**src/rtl/pipe_skid_stage.sv**
```systemverilog
// Pipeline hand-off stage between fetch and decode. With SKID=1 it is a
// two-entry skid buffer whose in_ready comes straight from a flop. With
// SKID=0 it is a single stall register whose in_ready looks through to
// out_ready. A flush clears every held entry, and empty slots read as zero.
`timescale 1ns/1ps
module pipe_skid_stage #(
    parameter int unsigned DW   = 64,
    parameter int unsigned SKID = 1
) (
    input  logic          clk,
    input  logic          rst,
    input  logic          flush,
    input  logic          in_valid,
    input  logic [DW-1:0] in_data,
    output logic          in_ready,
    output logic          out_valid,
    output logic [DW-1:0] out_data,
    input  logic          out_ready,
    output logic [1:0]    occ
);

    typedef enum logic [1:0] {
        EMPTY = 2'd0,
        ONE   = 2'd1,
        TWO   = 2'd2
    } state_t;

    state_t        state_q, state_d;
    logic [DW-1:0] main_q, main_d;
    logic [DW-1:0] skid_q, skid_d;
    logic          rdy_q;
    logic          in_fire, out_fire;

    // State, payload and registered-ready flops; reset forces an empty, ready stage
    always_ff @(posedge clk or posedge rst) begin
        if (rst) begin
            state_q <= EMPTY;
            main_q  <= '0;
            skid_q  <= '0;
            rdy_q   <= 1'b1;
        end else begin
            state_q <= state_d;
            main_q  <= main_d;
            skid_q  <= skid_d;
            rdy_q   <= (state_d != TWO);
        end
    end

    // Next-state and payload movement; flush overrides any simultaneous transfer
    always_comb begin
        state_d = state_q;
        main_d  = main_q;
        skid_d  = skid_q;
        if (flush) begin
            state_d = EMPTY;
            main_d  = '0;
            skid_d  = '0;
        end else begin
            unique case (state_q)
                EMPTY: begin
                    if (in_fire) begin
                        main_d  = in_data;
                        state_d = ONE;
                    end
                end
                ONE: begin
                    // Without a skid slot an accept in ONE always coincides
                    // with a consume, so it can only replace the head entry.
                    if (in_fire && (out_fire || SKID == 0)) begin
                        main_d = in_data;
                    end else if (in_fire) begin
                        skid_d  = in_data;
                        state_d = TWO;
                    end else if (out_fire) begin
                        main_d  = '0;
                        state_d = EMPTY;
                    end
                end
                TWO: begin
                    if (out_fire) begin
                        main_d  = skid_q;
                        skid_d  = '0;
                        state_d = ONE;
                    end
                end
                default: begin
                    state_d = EMPTY;
                    main_d  = '0;
                    skid_d  = '0;
                end
            endcase
        end
    end

    // Handshake and status outputs
    always_comb begin
        out_valid = (state_q != EMPTY);
        out_data  = main_q;
        occ       = state_q;
        if (SKID != 0) begin
            in_ready = rdy_q;
        end else begin
            in_ready = ~out_valid | out_ready;
        end
        in_fire  = in_valid & in_ready;
        out_fire = out_valid & out_ready;
    end

endmodule

```
**config.mk**
```make
export PLATFORM = sky130hd
export DESIGN_NAME = pipe_skid_stage
export DESIGN_NICKNAME = d
export VERILOG_FILES = /design/src/rtl/pipe_skid_stage.sv
export SDC_FILE = /design/constraint.sdc
export NUM_CORES = 1
export LEC_CHECK = 0
export BUFFER_PORTS_ARGS = -buffer_cell sky130_fd_sc_hd__buf_4
export CAP_MARGIN = 20
export CORE_ASPECT_RATIO = 1.1
export CORE_UTILIZATION = 59
export DETAILED_ROUTE_END_ITERATION = 6
export HOLD_SLACK_MARGIN = 0.1
export PLACE_DENSITY = 0.84
export SLEW_MARGIN = 20
export SYNTH_ARGS = -nofsm -noshare
export SYNTH_HDL_FRONTEND = slang
export SYNTH_SLANG_ARGS = --single-unit
```
**constraint.sdc**
```tcl
create_clock -name clk -period 9.3 [get_ports clk]
set_input_delay 0.465 -clock clk [delete_from_list [all_inputs] [get_ports clk]]
set_output_delay 0.465 -clock clk [all_outputs]
set_load 0.02 [all_outputs]
```
# After elaboration in Yosys (flattened, before gate mapping)
# Cells that the tools add are included.
word_totals:
  reg_bits: 131
  latchBits: 0
  mem_bits_rw: 0
  rom_bits: 0
  inputBits: 69
  out_inout_bits: 68
  wordCells: 38
  mem_count: 0
classes:
  addsub: 0
  n_mul: 0
  div_mod_pow: 0
  magnitude_cmp: 0
  eq_ne: 10
  shifts: 0
  n_mux: 17
  n_bitwise: 2
  reduce_logical: 5
ops:
  columns: ["cell", "count"]
  rows:
  - ["two-way mux 64 bit", 8]
  - ["one-hot mux 64 bit (3 select lines)", 2]
  - ["two-way mux 2 bit", 6]
  - ["inequality test 3 bit, second input constant", 4]
  - ["inequality test 4 bit, second input constant", 2]
  - ["AND reduction 4 bit", 2]
  - ["one-hot mux 2 bit (3 select lines)", 1]
  - ["inequality test 2 bit, second input constant", 2]
  - ["AND 1 bit", 2]
  - ["equality test 2 x 1 -> 1 bit, second input constant", 1]
  - ["equality test 2 bit, second input constant", 1]
  - ["logical NOT 2 bit", 1]
  - ["nonzero test 2 bit", 1]
  - ["logical AND 1 bit", 1]

# Logic depth before layout (Yosys ltp)
depth:
  word_depth: 8
  depth_mapped: 8
  depth_no_buf: 4

# Least setup slack after synthesis
# No wires, ideal clock.
synth_path:
  path_type: "reg2out"
  startpoint: "register state_q[1] (netlist: occ[1])"
  endpoint: "output out_valid"
  arrival_ps: 1180
  t_required_ps: 8835
  slack_ps: 7655
  stages_incl_launch_ff: 4
  path_buffers: 2
  path_cell_list: "dfrtp_1 -> buf_2 -> buf_2 -> or2_2"
synth_via:
  elab_chain_len: 1
synth_rtl:
  columns: ["element", "line_no", "rtl"]
  rows:
  - ["start, declared", "28", "state_t state_q, state_d;"]
  - ["start signal, assigned", "42", "state_q <= state_d;"]
  - ["nonzero test 2 bit", "97", "out_valid = (state_q != EMPTY);"]
  - ["end, declared", "16", "output logic out_valid,"]
# No other way between the ends.

# Final worst setup path
layout_path:
  startpoint: "register state_q[1] (netlist: occ[1])"
  endpoint: "register main_q[56] (netlist: out_data[56])"
layout_via:
  elab_chain_len: 6
  elab_cells_between_ends: 14
  cone_classes: "eq/ne (6); mux (3); bitwise (1); reduce/logical (4)"
layout_rtl:
  columns: ["element", "line_no", "rtl"]
  rows:
  - ["nonzero test 2 bit", "97", null]
  - ["AND 1 bit", "106", "out_fire = out_valid & out_ready;"]
  - ["logical AND 1 bit", "69", "if (in_fire && (out_fire || SKID == 0)) begin"]
  - ["two-way mux 64 bit", "69", null]
  - ["one-hot mux 64 bit (3 select lines)", "59", "unique case (state_q)"]
  - ["two-way mux 64 bit", "54", "if (flush) begin"]
  - ["end signal, assigned", "43", "main_q <= main_d;"]
  - ["end, declared", "29", "logic [DW-1:0] main_q, main_d;"]
# Several ways; a longest one is shown, not always the timed one.
# A chain may end at the register's enable or synchronous reset.

==> results.toml <==
[synthesis]
syn-num-nets = 801
yosysUniqueCellTypes = 29
syn_inst = 732
synth-main-ff-cell = "dfrtp_1"
yosys_warnings = 0
synth_common_cells = "dfrtp_1 (130), o21ai_1 (68), nand2_1 (66)"
synth_top_area_share = 0.4926
async_flop_share = 1.000
syn_avg_cell_area_um2 = 9.022
syn_area_um2 = 6604
ys_seq_elements = 131
synth_edf_count = 0
yosys.area.top_type = "dfrtp_1"
synth.most_common_cell = "dfrtp_1"
synthTopCellsByArea = "dfrtp_1 (49%), mux2i_1 (9.7%), nand2b_1 (6.2%)"
ys_seq_area_frac = 0.4966

[critical_path]
crit_chain = "buf_16 -> nor3b_4 -> and4_4 -> a21oi_1 -> o21ai_1"
path_max_fanout = 64
r2r_slack_ns = 6.85
reg2reg_depth = 5
path_buf_inv = 1
worstSetupPathType = "reg2reg"
r2r-end = "out_data[56]$_DFFE_PP0P_"
start_kind = "flip-flop"
crit_slowest_cell = "and4_4"
reg2reg_from = "occ[1]$_DFF_PP0_"
required_ns = 9.63
critPathMaxStageDelay_ns = 0.77
critPathCaptureType = "flip-flop"
crit_family = "simple AND/OR/NAND/NOR gates"
cp.arrival_ns = 2.78

[timing]
setup_viol = 0
hold_viol = 0
worst_pin_slew_ns = 0.7635
max_freq_mhz = 407.9
relSlewSlack = 0.4910
fin_crit_ns = 2.451
rsz0062_at_grt = "false"
fin_tns_setup_ns = 0
slew_viol_final = 0
finalCritPeriodShare = 0.2636
finClkSkew_ns = 0.008906

[global_routing]
grt_max_degree = 129
grt_usage = 0.2841
grt_pass1_wl_mm = 25.63
grt_pass1_vias = 5360
antenna_found_initial = 0
grt_remaining_overflow = 0

[finish]
drive_gt1_frac = 0.2145
diodes = 0
fin_area_um2 = 8212
layout.nets = 895
area_growth_pct = 24.35

[cts]
clkLatencyLatePin_ns = 0.42
cts_tree = "yes"
htree_num_levels = 4
numCtsBuffers = 17
cts.sinks = 131
cts.clk_slew.worst_paths_ns = 0.06
cts_root_buf = "clkbuf_16"
holdBufCountCts = 0
cts_setup_buffers = 0
cts_buffer_depth = 2
ctsResizeCount = 0

[routing]
dr.pass1.iters = 6
wl_per_cell_um = 16.24
drc_errors = 0
drt_iter0_markers = 359
antenna_left = 0
viasPerCell = 5.793
num_vias = 5712
wirelength_mm = 16.01

[placed_design]
placed_area_um2 = 7496
port_buffers = 136
dpl.hpwl_mm = 9.147
gp_congestion = 0.7679

[worst_hold_path]
hold_path_class = "in2async"

[floorplan]
fp.dieW_um = 102.9
initial_core_util = 0.6053
ios = 137
rows = 40
core_um2 = 10910
die_h_um = 113.0
dieArea_um2 = 11620

[outcome]
status = "finished clean"

[flow_run]
cap_violations = 0

[power]
peakVddDrop_mv = 0.1235
powerDensity_nw_per_um2 = 196.2
leakage_nw = 3.546
[cells in the final DEF, fill, tap and decap left out, types with 2 or more instances in the layout]
master / instances
nand3b_1: 2
nor2_1: 64
mux2i_1: 64
clkbuf_1: 3
nand2_1: 66
buf_4: 137
o21ai_1: 68
clkbuf_16: 17
bufinv_16: 5
nand3_1: 65
buf_12: 2
clkinvlp_4: 2
a21oi_1: 65
clkinv_2: 3
nand2b_1: 65
clkbuf_8: 2
o21ai_0: 61
dfrtp_1: 129
[cell families (layout without fill, tap and decap cells)]
logic type	count (synthesis)	in the layout	synth area share
flops	131	131	0.4966
buf+inv	68	175	0.05589
simple gates	270	270	0.1970
mux	64	64	0.09701
compound gates	199	199	0.1535
[worst reg2reg max path, stage by stage, from the launching register on]
cell and delay [ns]:
dfrtp_4 0.67, buf_16 0.31, nor3b_4 0.24, and4_4 0.77, a21oi_1 0.19, o21ai_1 0.18
[worst max path at each step]
stage	start	end	slack (ns)	depth (start not counted)
6_report	occ[1]$_DFF_PP0_	out_data[56]$_DFFE_PP0P_	6.85	5
5_1_grt	occ[1]$_DFF_PP0_	out_data[43]$_DFFE_PP0P_	6.65	5
4_1_cts	occ[1]$_DFF_PP0_	out_data[43]$_DFFE_PP0P_	6.27	3
3_5_place_dp	occ[1]$_DFF_PP0_	out_data[42]$_DFFE_PP0P_	6.31	3
3_3_place_gp	occ[1]$_DFF_PP0_	out_data[45]$_DFFE_PP0P_	6.44	3
2_1_floorplan	rst	occ[0]$_DFF_PP0_	5.34	1
[cell type report]
| cell class | count | area [µm²] |
|---|---|---|
| sequential | 131 | 3283 |
| multi-input combinational | 533 | 2983 |
| fill | 779 | 2699 |
| timing repair buffer | 141 | 1107 |
| clock buffer | 22 | 464.2 |
| tap | 147 | 183.9 |
| clock inverter | 10 | 180.2 |
| inverter | 2 | 10.01 |
[layer usage]
layer | global-route usage | part of all wire
met5 | 0 | 0
met2 | 0.4600 | 0.51
met4 | 0.1333 | 0.027
met3 | 0.05188 | 0.048
met1 | 0.3682 | 0.41
[power breakdown]
group | leakage, nW | internal, mW | switching, mW
clock | 0.310 | 0.488 | 0.241
sequential | 1.77 | 0.606 | 0.0237
combinational | 1.47 | 0.101 | 0.152
[registers in the layout, summed over array words and instances, names as in the netlist]
name      cells
in_ready      1
skid_q       64
occ           2
out_data     64
[metrics by stage]
| stage | total power, mW | std cells | utilization | setup slack [ns] | hold slack [ns] |
|---|---|---|---|---|---|
| detailed placement | 0.8875 | 951 | 0.6870 | 6.308 | 0.4786 |
| floorplan | 0.7872 | 732 | - | 5.339 | 0.5054 |
| global route | 1.671 | 986 | 0.7526 | 6.654 | 0.1755 |
| finish | 1.611 | 986 | 0.7526 | 6.849 | 0.1206 |
| CTS | 1.613 | 983 | 0.7461 | 6.269 | 0.1435 |
| global placement | 0.8781 | 951 | 0.6867 | 6.442 | 0.4684 |
No activity file was read; power rests on OpenSTA's default activity.
